**config.mk**
```make
export PLATFORM = sky130hd
export DESIGN_NAME = ew_threat_gen
export DESIGN_NICKNAME = d
export VERILOG_FILES = /design/src/rtl/ew_threat_gen.sv
export SDC_FILE = /design/constraint.sdc
export NUM_CORES = 1
export LEC_CHECK = 0
export CAP_MARGIN = 15
export CORE_MARGIN = 2
export CORE_UTILIZATION = 50
export CTS_CLUSTER_DIAMETER = 100
export DETAILED_ROUTE_END_ITERATION = 16
export PLACE_DENSITY = 0.75
export SLEW_MARGIN = 20
export SYNTH_ARGS = -nofsm -noshare
export SYNTH_HDL_FRONTEND = slang
export SYNTH_SLANG_ARGS = --single-unit
```
**constraint.sdc**
```tcl
create_clock -name clk -period 4.3 [get_ports clk]
set_input_delay 0.645 -clock clk [delete_from_list [all_inputs] [get_ports clk]]
set_output_delay 0.645 -clock clk [all_outputs]
set_load 0.03 [all_outputs]
```
**src/rtl/ew_threat_gen.sv**
```systemverilog
`default_nettype none
// ============================================================================
// Module   : ew_threat_gen
// Brief    : Plays JAM/SPOOF/NOISE/SAFE threat phases into ew_sim_top and
//            records the defence FSM's transitions and any fault.
// Revision : 1.0
// ============================================================================
module ew_threat_gen #(
   parameter int unsigned DWELL_W   = 8,
   parameter logic [7:0]  LFSR_SEED = 8'hB8,
   parameter logic [7:0]  JAM_SIG   = 8'd220
) (
   input  logic               clk,
   input  logic               reset,
   input  logic               start,
   input  logic               abort,
   input  logic [3:0]         scen_mask,
   input  logic [DWELL_W-1:0] dwell,
   input  logic [7:0]         spoof_val,
   input  logic [2:0]         fsm_state_in,
   input  logic               system_fault_in,
   output logic [7:0]         signal_out,
   output logic [7:0]         command_out,
   output logic [2:0]         phase,
   output logic               busy,
   output logic               done,
   output logic [7:0]         trans_count,
   output logic               fault_seen
);

   typedef enum logic [2:0] {
      S_IDLE  = 3'd0,
      S_JAM   = 3'd1,
      S_SPOOF = 3'd2,
      S_NOISE = 3'd3,
      S_SAFE  = 3'd4,
      S_DONE  = 3'd5
   } state_t;

   localparam logic [7:0]         c_seed      = (LFSR_SEED == 8'h00) ? 8'h01 : LFSR_SEED;
   localparam logic [7:0]         c_cmd_jam   = 8'hFF;
   localparam logic [7:0]         c_cmd_noise = 8'hAA;
   localparam logic [7:0]         c_cnt_max   = 8'hFF;
   localparam logic [DWELL_W-1:0] c_dwell_one = DWELL_W'(1);

   state_t             state_q, state_d;
   logic [3:0]         mask_q, mask_d;
   logic [DWELL_W-1:0] dwell_q, dwell_d;
   logic [7:0]         spoof_q, spoof_d;
   logic [DWELL_W-1:0] cnt_q, cnt_d;
   logic [7:0]         lfsr_q, lfsr_d;
   logic [2:0]         prev_fsm_q, prev_fsm_d;
   logic [7:0]         trans_q, trans_d;
   logic               fault_q, fault_d;
   logic [7:0]         sig_q, sig_d;
   logic [7:0]         cmd_q, cmd_d;
   logic               busy_q, busy_d;
   logic               done_q, done_d;

   logic               in_phase;
   logic               lfsr_fb;

   // Lowest enabled phase strictly after cur; DONE when none remain.
   function automatic state_t next_phase(input state_t cur, input logic [3:0] m);
      state_t nxt;
      nxt = S_DONE;
      for (int i = 3; i >= 0; i--) begin
         if (m[i] && ((i + 1) > int'(cur))) begin
            nxt = state_t'(3'(i + 1));
         end
      end
      return nxt;
   endfunction

   assign in_phase = (state_q != S_IDLE) && (state_q != S_DONE);
   assign lfsr_fb  = lfsr_q[7] ^ lfsr_q[5] ^ lfsr_q[4] ^ lfsr_q[3];

   always_comb begin
      state_d    = state_q;
      mask_d     = mask_q;
      dwell_d    = dwell_q;
      spoof_d    = spoof_q;
      cnt_d      = cnt_q;
      trans_d    = trans_q;
      fault_d    = fault_q;
      prev_fsm_d = fsm_state_in;
      lfsr_d     = (state_q == S_NOISE) ? {lfsr_q[6:0], lfsr_fb} : lfsr_q;

      if (in_phase && !abort) begin
         if ((fsm_state_in != prev_fsm_q) && (trans_q != c_cnt_max)) begin
            trans_d = trans_q + 8'd1;
         end
         if (system_fault_in) begin
            fault_d = 1'b1;
         end
      end

      if (abort) begin
         state_d = S_IDLE;
      end else begin
         case (state_q)
            S_IDLE: begin
               if (start) begin
                  mask_d  = scen_mask;
                  dwell_d = (dwell == '0) ? c_dwell_one : dwell;
                  spoof_d = spoof_val;
                  cnt_d   = '0;
                  lfsr_d  = c_seed;
                  trans_d = 8'd0;
                  fault_d = 1'b0;
                  state_d = next_phase(S_IDLE, scen_mask);
               end
            end
            S_DONE: begin
               state_d = S_IDLE;
            end
            default: begin
               if (cnt_q == (dwell_q - c_dwell_one)) begin
                  cnt_d   = '0;
                  state_d = next_phase(state_q, mask_q);
               end else begin
                  cnt_d = cnt_q + c_dwell_one;
               end
            end
         endcase
      end

      // Outputs are decoded from the next state so they register with it.
      sig_d  = 8'd0;
      cmd_d  = 8'd0;
      case (state_d)
         S_JAM: begin
            sig_d = JAM_SIG;
            cmd_d = c_cmd_jam;
         end
         S_SPOOF: begin
            sig_d = spoof_d;
         end
         S_NOISE: begin
            sig_d = lfsr_d;
            cmd_d = c_cmd_noise;
         end
         default: begin
            sig_d = 8'd0;
         end
      endcase
      busy_d = (state_d != S_IDLE);
      done_d = (state_d == S_DONE);
   end

   always_ff @(posedge clk) begin
      if (reset) begin
         state_q    <= S_IDLE;
         mask_q     <= 4'd0;
         dwell_q    <= '0;
         spoof_q    <= 8'd0;
         cnt_q      <= '0;
         lfsr_q     <= c_seed;
         prev_fsm_q <= 3'd0;
         trans_q    <= 8'd0;
         fault_q    <= 1'b0;
         sig_q      <= 8'd0;
         cmd_q      <= 8'd0;
         busy_q     <= 1'b0;
         done_q     <= 1'b0;
      end else begin
         state_q    <= state_d;
         mask_q     <= mask_d;
         dwell_q    <= dwell_d;
         spoof_q    <= spoof_d;
         cnt_q      <= cnt_d;
         lfsr_q     <= lfsr_d;
         prev_fsm_q <= prev_fsm_d;
         trans_q    <= trans_d;
         fault_q    <= fault_d;
         sig_q      <= sig_d;
         cmd_q      <= cmd_d;
         busy_q     <= busy_d;
         done_q     <= done_d;
      end
   end

   assign signal_out  = sig_q;
   assign command_out = cmd_q;
   assign phase       = state_q;
   assign busy        = busy_q;
   assign done        = done_q;
   assign trans_count = trans_q;
   assign fault_seen  = fault_q;

endmodule
`default_nettype wire

```
==> results of run 1 <==
-- cells by family (layout without fill, tap and decap cells) --
kind of cell,Yosys count,in the layout
AND/OR/NAND/NOR,140,140
AO/OA/AOI/OAI,66,66
flip-flops,63,63
buffers and inverters,29,85
XOR/XNOR,25,25
multiplexers,20,20
adder cells (fa/ha/maj),3,3
-- cell type report --
type / instances / area share, %
flip-flops and latches: 63 / 33.7
clock inverters: 6 / 1.00
clock buffers: 10 / 3.41
well taps: 75 / 2.51
repair buffers: 59 / 15.6
inverters: 10 / 1.00
multi-input cells: 254 / 42.7
-- metrics by stage --
step	cells	cell area, sq um	setup WS, ns
floorplan	346	2990	1.72
global placement	461	3580	1.46
detailed placement	461	3580	1.39
CTS	477	3740	1.48
global route	477	3740	1.26
finish	477	3740	1.50
-- layout by cell type (no fill, tap or decap), types with 5 or more instances in the layout --
master,Yosys,routed
sky130_fd_sc_hd__a211oi_1,5,5
sky130_fd_sc_hd__a21oi_1,23,23
sky130_fd_sc_hd__clkbuf_8,0,9
sky130_fd_sc_hd__clkdlybuf4s50_1,0,57
sky130_fd_sc_hd__dfxtp_1,63,63
sky130_fd_sc_hd__inv_1,10,10
sky130_fd_sc_hd__mux2i_1,17,17
sky130_fd_sc_hd__nand2_1,38,38
sky130_fd_sc_hd__nand2b_1,6,6
sky130_fd_sc_hd__nand3_1,6,6
sky130_fd_sc_hd__nand4_1,8,8
sky130_fd_sc_hd__nor2_1,46,45
sky130_fd_sc_hd__nor3_1,6,6
sky130_fd_sc_hd__o21ai_0,7,7
sky130_fd_sc_hd__o21bai_1,6,6
sky130_fd_sc_hd__or2_2,6,6
sky130_fd_sc_hd__xnor2_1,13,13
sky130_fd_sc_hd__xor2_1,11,11
-- flip-flops by register name (all words and copies together), names as in the netlist --
name / flops
busy: 1
cnt_q: 8
command_out: 2
done: 1
dwell_q: 8
fault_seen: 1
lfsr_q: 8
mask_q: 4
phase: 3
prev_fsm_q: 3
signal_out: 8
spoof_q: 8
trans_count: 8
-- worst max-delay path, delay by kind of cell (launching register included) --
family	cells	cell delay [ns]
XOR/XNOR	1	0.13
flip-flops	1	0.40
AO/OA/AOI/OAI	5	1.45
adder cells (fa/ha/maj)	1	0.31
buffers and inverters	1	0.08
AND/OR/NAND/NOR	1	0.31
-- routing by layer --
layer | part of all wire, % | up-vias | GRT usage, % | wire length (um)
li1 | - | 1295 | - | -
met1 | 48 | 1172 | 28.2 | 3090
met2 | 44 | 61 | 30.8 | 2840
met3 | 6.4 | 5 | 9.00 | 409
met4 | 1.1 | 0 | 7.12 | 68
met5 | 0 | - | 0 | 0
-- final timing paths --
path	from	end	slack [ns]	cells past startpoint
worst max register to register	dwell_q[0]	signal_out[4]	1.50	9
worst max-delay path	dwell_q[0]	signal_out[4]	1.50	9
worst min-delay path	mask_q[0]	mask_q[0]	0.46	2
worst min register to register	mask_q[0]	mask_q[0]	0.46	2
-- power groups by stage --
stage / clock network [mW] / logic, mW / registers (mW)
4_1_cts: 0.444 / 0.228 / 0.626
3_5_place_dp: 0 / 0.227 / 0.639
2_1_floorplan: 0 / 0.140 / 0.650
6_report: 0.429 / 0.228 / 0.626
5_1_grt: 0.469 / 0.250 / 0.629
3_3_place_gp: 0 / 0.223 / 0.638
==> summary.log, run 1 <==
qor: timing.final-hold-violation-count 0
qor: critical_path.worst-setup-path-type reg2reg
qor: placement.half_perimeter_wire_length_of_the_detailed_placement_result 4610 um
qor: synthesis.yosys-mux-area-fraction 7.07%
qor: synthesis.synth_area_leaders sky130_fd_sc_hd__dfxtp_1 42%, sky130_fd_sc_hd__nor2_1 5.8%, sky130_fd_sc_hd__mux2i_1 5.7%, sky130_fd_sc_hd__nand2_1 4.8%, sky130_fd_sc_hd__a21oi_1 3.9%
qor: timing.final.min_clock_period 2.80 ns
qor: critical_path.cp_slowest_stage_delay 0.45 ns
qor: synthesis.post-synth-top-area-cell sky130_fd_sc_hd__dfxtp_1
qor: power_and_ir_drop.switching_share 28.7%
qor: cts.tritoncts.num_buffers 9
qor: die.floorplan.core_area 5850 sq um
qor: routing.drc_errors 0
qor: power_and_ir_drop.power.internal 0.914 mW
qor: timing.layout_worst_path_cycle_share 65.2%
qor: timing.final.setup_skew 0.00798 ns
qor: power_and_ir_drop.ir_drop 229 uV
qor: synthesis.post_synthesis_cell_area 2990 sq um
qor: power_and_ir_drop.power.density_cell_area 343 nW/um^2
qor: critical_path.critical_path_required 4.52 ns
qor: synthesis.yosys.area_share.xor_xnor 7.79%
qor: finish.num-fill-cells 500
qor: placement.place.gp.congestion 0.892
qor: die.start_util 51.1%
qor: critical_path.crit_path_top_delay_cell sky130_fd_sc_hd__o21ai_0
qor: placement.buffer_ports.inserted 57
qor: cts.cts-root-to-sink-buffers 2
qor: synthesis.seq_area_frac_synth 42.2%
qor: global_route.grt_max_degree 25
qor: global_route.grt_usage 21.2%
qor: synthesis.synthCells 346
qor: synthesis.yosysMostFrequentCell sky130_fd_sc_hd__dfxtp_1
qor: cts.insertion_delay 0.34 ns
qor: routing.routed_wl 6410 um
qor: cts.postCtsSetupBuffers 0
qor: hold_path.worst_hold_path_type reg2reg
qor: timing.worstMarginPinSlew 0.828 ns
qor: critical_path.crit_path_start_kind flop
qor: cts.clk_pin_slew_worst_paths 0.07 ns
qor: synthesis.synthesis.yosys.warnings 0
qor: cts.ctsHtreeMaxLevel 3
qor: synthesis.synth-seq-cells 63
qor: timing.drv_slew 0
qor: timing.timing.hold.ws 0.457 ns
qor: finish.multi_input_comb_area 1600 sq um
qor: power_and_ir_drop.power.combinational.fraction 17.8%
qor: routing.dr_total_vias 2,533
qor: finish.antenna_cells 0
qor: run.max_cap_violations 0
qor: synthesis.asyncSetResetFlopFracSynth 0%
qor: synthesis.synth_compound_area_share 15.2%
qor: timing.timing.setup.tns 0 ns
qor: power_and_ir_drop.switchingPower 0.368 mW
qor: synthesis.simple_gate_share_of_the_synthesized_area 22.1%
qor: power_and_ir_drop.overall_power 1.28 mW
qor: power_and_ir_drop.total_leakage_power 1.36 nW
qor: cts.ctsHoldBuffers 0
qor: synthesis.yosys_most_used_dff sky130_fd_sc_hd__dfxtp_1
qor: finish.area_growth_syn_to_layout 25.2%
qor: synthesis.synth_nets 377
qor: synthesis.synth.avg_cell_area 8.64 sq um
qor: routing.firstDrtPassIters 4
qor: cts.root_buffer sky130_fd_sc_hd__clkbuf_8
qor: die.placement_rows 28
qor: critical_path.critical_path.cell_chain inv_1 -> ha_1 -> xnor2_1 -> a311o_1 -> a2111oi_4 -> o21ai_2 -> o21ai_0 -> nand2b_1 -> o22ai_1
qor: synthesis.synth_largest_type_area_fraction 42.2%
qor: finish.utilization 64.0%
qor: finish.drive_gt1_share 7.96%
qor: finish.nNetsFinal 428
qor: die.pin_count 58
qor: outcome.run_status finished, final reports clean
qor: global_route.grt-ovfl-total 0
qor: critical_path.worst_ep_arrival_time 3.02 ns
qor: finish.layout.area.seq 1260 sq um
qor: synthesis.combinational_family_with_the_most_area_after_synthesis simple AND/OR/NAND/NOR gates
qor: critical_path.timing.critical_path.to_type flop
qor: timing.rsz0062_at_grt false
qor: synthesis.synth.top_cells.by_count 63 x sky130_fd_sc_hd__dfxtp_1, 46 x sky130_fd_sc_hd__nor2_1, 38 x sky130_fd_sc_hd__nand2_1
qor: routing.routed_wire_length_per_instance 13.4 um
qor: cts.cts.sinks 63
qor: routing.initialDrtViolationCount 227
qor: die.floorplan.die_area 6610 sq um
qor: die.die_x 81.3 um
qor: cts.cts.repair.resized 0
qor: global_route.grt_pass1_vias 2,324
qor: routing.route.antenna.remaining_nets 0
qor: global_route.grt_pass1_wl 10,600 um
qor: synthesis.yosys.cell_types.count 50
qor: synthesis.synth_enable_flop_cells 0
qor: synthesis.adder_cell_share_of_the_synthesized_area 1.26%
qor: routing.post_drt_via_cell_ratio 5.31
qor: critical_path.critical_path_peak_fanout 10
qor: timing.max_freq 357 MHz
qor: power_and_ir_drop.seq_power_share 48.8%
qor: power_and_ir_drop.clock_power_share 33.5%
qor: cts.tritoncts_clock_tree built
qor: timing.setup_viol_count_final 0
qor: die.die_h 81.3 um
qor: global_route.antenna_found_initial 0
qor: timing.maxSlewHeadroom 44.6%
Note: power is estimated with default switching activity, not from simulation.
==> run 2: changes to the inputs <==
CORE_UTILIZATION = 47   (was 50)
PLACE_DENSITY = 0.74   (was 0.75)
clock period = 2.3 ns   (was 4.3 ns; I/O delays follow)
==> run 2 against run 1 <==
Against the previous run: the flow now finishes with violations (setup timing); cell count grew 8.4%; register-to-register slack lost 1.6 ns; sequential share of layout area shrank 3.2 points; power grew 100%; first-iteration DRC count shrank 23%; critical path depth is the same; clock power grew 110%; core utilization grew 2.6 points; global-route usage grew 1.2 points; wire length grew 19%; clock skew shrank 0.0027 ns; critical endpoint is now signal_out[6].
==> summary.log, run 2 (synthesized netlist as in run 1, its figures left out) <==
qor: finish.antenna_cells 0
qor: timing.timing.setup.tns -0.107 ns
qor: cts.cts.sinks 63
qor: placement.half_perimeter_wire_length_of_the_detailed_placement_result 5370 um
qor: critical_path.critical_path.cell_chain inv_2 -> ha_4 -> xnor2_1 -> a311o_1 -> a2111oi_4 -> o21ai_4 -> mux2_4 -> or3_1 -> a21oi_1
qor: die.pin_count 58
qor: routing.drc_errors 0
qor: timing.drv_slew 0
qor: cts.cts-root-to-sink-buffers 2
qor: routing.route.antenna.remaining_nets 0
qor: critical_path.worst_ep_arrival_time 2.66 ns
qor: outcome.run_status complete, but fails checks
qor: routing.routed_wl 7610 um
qor: cts.insertion_delay 0.34 ns
qor: finish.area_of_all_placed_cells_without_fillers 4160 sq um
qor: routing.routed_wire_length_per_instance 14.7 um
qor: die.start_util 47.9%
qor: finish.mostFrequentLayoutCell sky130_fd_sc_hd__dfxtp_1
qor: critical_path.startpoint dwell_q[1]
qor: global_route.grt-ovfl-total 0
qor: hold_path.worst_hold_path_type reg2reg
qor: timing.max_freq 419 MHz
qor: routing.firstDrtPassIters 4
qor: critical_path.crit_path_start_kind flop
qor: power_and_ir_drop.ir_drop 389 uV
qor: timing.timing.hold.ws 0.461 ns
qor: power_and_ir_drop.power.density_cell_area 622 nW/um^2
qor: power_and_ir_drop.clock_power_share 34.2%
qor: routing.dr_total_vias 2,740
qor: global_route.antenna_found_initial 0
qor: die.die_h 83.8 um
qor: finish.utilization 66.6%
qor: power_and_ir_drop.switching_share 28.7%
qor: cts.tritoncts_clock_tree built
qor: die.floorplan.core_area 6240 sq um
qor: placement.placedInstanceArea 3840 sq um
qor: cts.ctsHtreeMaxLevel 3
qor: placement.place.gp.congestion 0.842
qor: finish.nNetsFinal 466
qor: global_route.grt_usage 22.4%
qor: critical_path.critical_path_required 2.57 ns
qor: global_route.grt_pass1_vias 2,784
qor: finish.drive_gt1_share 20.0%
qor: power_and_ir_drop.power.combinational.fraction 20.9%
qor: power_and_ir_drop.power.internal 1.84 mW
qor: critical_path.crit-reg2reg-launch dwell_q[1]
qor: timing.setup_viol_count_final 4
qor: placement.buffer_ports.inserted 57
qor: cts.clk_pin_slew_worst_paths 0.07 ns
qor: cts.root_buffer sky130_fd_sc_hd__clkbuf_8
qor: global_route.grt_max_degree 39
qor: timing.worstMarginPinSlew 0.450 ns
qor: routing.post_drt_via_cell_ratio 5.30
qor: timing.final.min_clock_period 2.39 ns
qor: timing.rsz0062_at_grt true
qor: critical_path.timing.critical_path.to_type flop
qor: finish.num-fill-cells 519
qor: routing.initialDrtViolationCount 175
qor: timing.final-hold-violation-count 0
qor: power_and_ir_drop.total_leakage_power 1.58 nW
qor: critical_path.worst-setup-path-type reg2reg
qor: power_and_ir_drop.switchingPower 0.743 mW
qor: placement.preCtsSetupSlack -0.158 ns
qor: die.die_x 83.8 um
qor: timing.final.setup_skew 0.00532 ns
qor: power_and_ir_drop.seq_power_share 44.9%
qor: finish.area_growth_syn_to_layout 39.1%
qor: hold_path.timing.hold.worst.start mask_q[3]
qor: critical_path.cp_slowest_stage_delay 0.38 ns
qor: outcome.violated_checks setup timing
qor: power_and_ir_drop.overall_power 2.59 mW
qor: cts.tritoncts.num_buffers 9
qor: critical_path.critical_path_peak_fanout 7
qor: timing.layout_worst_path_cycle_share 104%
qor: timing.setup_slack -0.0881 ns
qor: die.placement_rows 29
qor: timing.maxSlewHeadroom 70.0%
qor: finish.layoutNonFillerInstCount 517
qor: placement.place_inst 494
qor: die.floorplan.die_area 7010 sq um
qor: run.max_cap_violations 0
qor: finish.highest_count_cells_in_the_layout_ignoring_fill_and_taps 60 x sky130_fd_sc_hd__dfxtp_1, 57 x sky130_fd_sc_hd__clkdlybuf4s50_1, 44 x sky130_fd_sc_hd__nor2_1
qor: critical_path.crit_path_top_delay_cell sky130_fd_sc_hd__or3_1
qor: global_route.grt_pass1_wl 12,900 um
==> run 2: power groups by stage <==
stage | Sequential (mW) | Combinational [mW] | Clock [mW]
after floorplan | 1.22 | 0.275 | 0
after global placement | 1.18 | 0.491 | 0
after detailed placement | 1.19 | 0.498 | 0
after CTS | 1.16 | 0.523 | 0.892
after global routing | 1.17 | 0.585 | 0.948
final | 1.16 | 0.540 | 0.885
==> run 2: what timing repair did <==
| action | 4_1_cts | 5_1_grt |
|---|---|---|
| setup buffers | 3 | 4 |
| endpoints found under the hold margin | 0 | 0 |
| setup endpoints to repair | 11 | 13 |
| resized for setup | 10 | 7 |
| hold buffers | 0 | 0 |
| pin swaps | 3 | 3 |
==> run 2: area by class of cell <==
type	instances	area, sq um	share of cell area (%)
clock buffers	11	153	3.67
clock inverters	5	31.3	0.753
inverters	10	37.5	0.903
multi-input cells	254	1700	40.9
flip-flops and latches	63	1270	30.5
well taps	77	96.3	2.32
repair buffers	97	871	21.0
==> run 2: per-layer routing <==
layer | part of all wire, % | GRT usage [%] | wire, um | vias up
met5 | 0 | 0 | 0 | -
met4 | 1.6 | 10.6 | 119 | 0
met3 | 3.3 | 4.35 | 252 | 11
met2 | 49 | 37.5 | 3720 | 55
met1 | 46 | 27.7 | 3510 | 1302
li1 | - | - | - | 1372
==> run 2: final timing paths <==
path,end,slack (ns),cells past startpoint
setup / recovery,signal_out[6],-0.09,9
hold / removal,mask_q[3],0.46,2
setup reg to reg,signal_out[6],-0.09,9
hold reg to reg,mask_q[3],0.46,2
==> run 2: worst max-delay path, delay by kind of cell (launching register included) <==
family	cells	cell delay (ns)
buf+inv	1	0.05
compound gates	4	0.86
mux	1	0.35
flops	1	0.34
simple gates	1	0.38
fa+ha+maj	1	0.23
xor+xnor	1	0.11
==> run 3: changes to the inputs <==
CAP_MARGIN = 20   (was 15)
GPL_ROUTABILITY_DRIVEN = 0   (was unset)
==> run 3 against run 2 <==
Against the previous run: sequential cell count unchanged; cell count down 0.19%; cell area up 1.7%; clock skew about the same; non-clock buffer count fell by 1; register-to-register slack better by 0.04 ns; combinational power is 3% higher; worst setup slack improved by 0.041 ns; clock-buffer cell count shrank 1; largest power group unchanged; global-route usage shrank 0.58 points; die area is the same; fmax increased by 1.8%; the flow still finishes with violations (setup timing).
==> summary.log, run 3 (synthesized netlist as in run 1, its figures left out) <==
qor: global_route.grt_pass1_wl 12,500 um
qor: critical_path.family_with_the_most_delay_on_the_worst_path compound AO/OA/AOI/OAI gates
qor: cts.ctsHtreeMaxLevel 3
qor: timing.maxSlewHeadroom 70.8%
qor: finish.drive_gt1_share 21.6%
qor: finish.antenna_cells 0
qor: timing.final-hold-violation-count 0
qor: critical_path.startpoint dwell_q[1]
qor: global_route.grt_max_degree 39
qor: placement.place_inst 493
qor: cts.tritoncts_clock_tree built
qor: placement.placedInstanceArea 3830 sq um
qor: critical_path.timing.critical_path.to_type flop
qor: die.pin_count 58
qor: timing.setup_viol_count_final 1
qor: critical_path.worst-path-buf-inv 1
qor: die.floorplan.die_area 7010 sq um
qor: global_route.grt_pass1_vias 2,723
qor: die.die_h 83.8 um
qor: placement.buffer_ports.inserted 57
qor: routing.routed_wl 7500 um
qor: finish.highest_count_cells_in_the_layout_ignoring_fill_and_taps 60 x sky130_fd_sc_hd__dfxtp_1, 57 x sky130_fd_sc_hd__clkdlybuf4s50_1, 41 x sky130_fd_sc_hd__nor2_1
qor: critical_path.worst-setup-path-type reg2reg
qor: cts.root_buffer sky130_fd_sc_hd__clkbuf_8
qor: run.max_cap_violations 0
qor: timing.rsz0062_at_grt true
qor: routing.route.antenna.remaining_nets 0
qor: hold_path.worst_hold_path_type reg2reg
qor: cts.cts-root-to-sink-buffers 2
qor: critical_path.timing.reg2reg.setup_slack -0.05 ns
qor: global_route.antenna_found_initial 0
qor: critical_path.critical_path_required 2.58 ns
qor: die.placement_rows 29
qor: finish.mostFrequentLayoutCell sky130_fd_sc_hd__dfxtp_1
qor: timing.layout_worst_path_cycle_share 102%
qor: power_and_ir_drop.ir_drop 415 uV
qor: placement.preCtsSetupSlack -0.178 ns
qor: routing.firstDrtPassIters 4
qor: power_and_ir_drop.total_leakage_power 1.61 nW
qor: outcome.run_status complete, but fails checks
qor: global_route.grt_usage 21.8%
qor: cts.tritoncts.num_buffers 9
qor: critical_path.crit_path_start_kind flop
qor: power_and_ir_drop.overall_power 2.65 mW
qor: global_route.grt-ovfl-total 0
qor: critical_path.crit_path_top_delay_cell sky130_fd_sc_hd__mux2_4
qor: timing.final.min_clock_period 2.35 ns
qor: routing.dr_total_vias 2,777
qor: outcome.violated_checks setup timing
qor: cts.cts.sinks 63
qor: finish.layoutNonFillerInstCount 516
qor: placement.half_perimeter_wire_length_of_the_detailed_placement_result 5170 um
qor: critical_path.critical_path_peak_fanout 7
qor: die.floorplan.core_area 6240 sq um
qor: timing.drv_slew 0
qor: critical_path.critical_path.cell_chain inv_2 -> ha_4 -> xnor2_1 -> a311o_1 -> a2111oi_4 -> o21ai_4 -> mux2_4 -> or3_1 -> a21oi_1
qor: finish.area_growth_syn_to_layout 41.4%
qor: timing.max_freq 426 MHz
qor: timing.final.setup_skew 0.00566 ns
qor: critical_path.cp_slowest_stage_delay 0.37 ns
qor: finish.nNetsFinal 465
qor: routing.initialDrtViolationCount 115
qor: hold_path.timing.hold.worst.start mask_q[3]
qor: cts.clk_pin_slew_worst_paths 0.07 ns
qor: routing.drc_errors 0
qor: routing.post_drt_via_cell_ratio 5.38
qor: timing.worstMarginPinSlew 0.437 ns
qor: finish.area_of_all_placed_cells_without_fillers 4230 sq um
qor: critical_path.crit-reg2reg-launch dwell_q[1]
qor: critical_path.worst_ep_arrival_time 2.63 ns
qor: power_and_ir_drop.power.density_cell_area 627 nW/um^2
qor: routing.routed_wire_length_per_instance 14.5 um
qor: die.die_x 83.8 um
qor: cts.insertion_delay 0.34 ns
qor: timing.setup_slack -0.0470 ns
qor: finish.utilization 67.7%
qor: cts.ctsHoldBuffers 0
qor: die.start_util 47.9%
[run 3: cell count changes in the layout (fill, tap and decap cells not counted), sizes merged]
cell	change
buf	-1
bufinv	+1
clkbuf	-1
clkinvlp	-1
inv	+1
[run 3: per-layer routing]
layer	up-vias	routed length, um	GRT usage [%]
met5	-	0	0
met4	0	187	7.48
met3	22	406	6.13
met2	79	3570	34.8
met1	1301	3330	28.5
li1	1375	-	-
[run 3: area by class of cell]
class / count / area, sq um
repair buffers: 96 / 875
inverters: 10 / 37.5
clock inverters: 6 / 60.1
clock buffers: 10 / 128
well taps: 77 / 96.3
flip-flops and latches: 63 / 1270
multi-input cells: 254 / 1760
fillers: 518 / 2010
[run 3: final timing paths]
path,endpoint,cells past startpoint
min,mask_q[3],2
max,signal_out[6],9
min reg2reg,mask_q[3],2
max reg2reg,signal_out[6],9
[run 3: worst reg2reg max path: cells and delay by family, from the launching register on]
kind / cells / cell delay, ns
AO/OA/AOI/OAI: 4 / 0.84
adder cells (fa/ha/maj): 1 / 0.23
XOR/XNOR: 1 / 0.11
buffers and inverters: 1 / 0.05
AND/OR/NAND/NOR: 1 / 0.35
multiplexers: 1 / 0.37
flip-flops: 1 / 0.34
[run 3: stage by stage]
step / TNS [ns] / hold slack [ns]
after floorplan: -0.0403 / 0.431
after detailed placement: -1.12 / 0.445
after global routing: -0.695 / 0.469
after global placement: -0.374 / 0.449
after CTS: -0.0325 / 0.455
final: -0.0470 / 0.456
[run 3: power by group]
group	leakage, nW	total [mW]	internal [mW]	switching [mW]
Clock	0.100	0.934	0.497	0.437
Sequential	0.514	1.16	1.13	0.0278
Combinational	0.992	0.556	0.262	0.294
[run 3: repair_timing]
item,in CTS,in global routing
pin swaps,1,7
gates resized for setup,19,15
buffers inserted,5,2
endpoints found under the setup margin,12,14
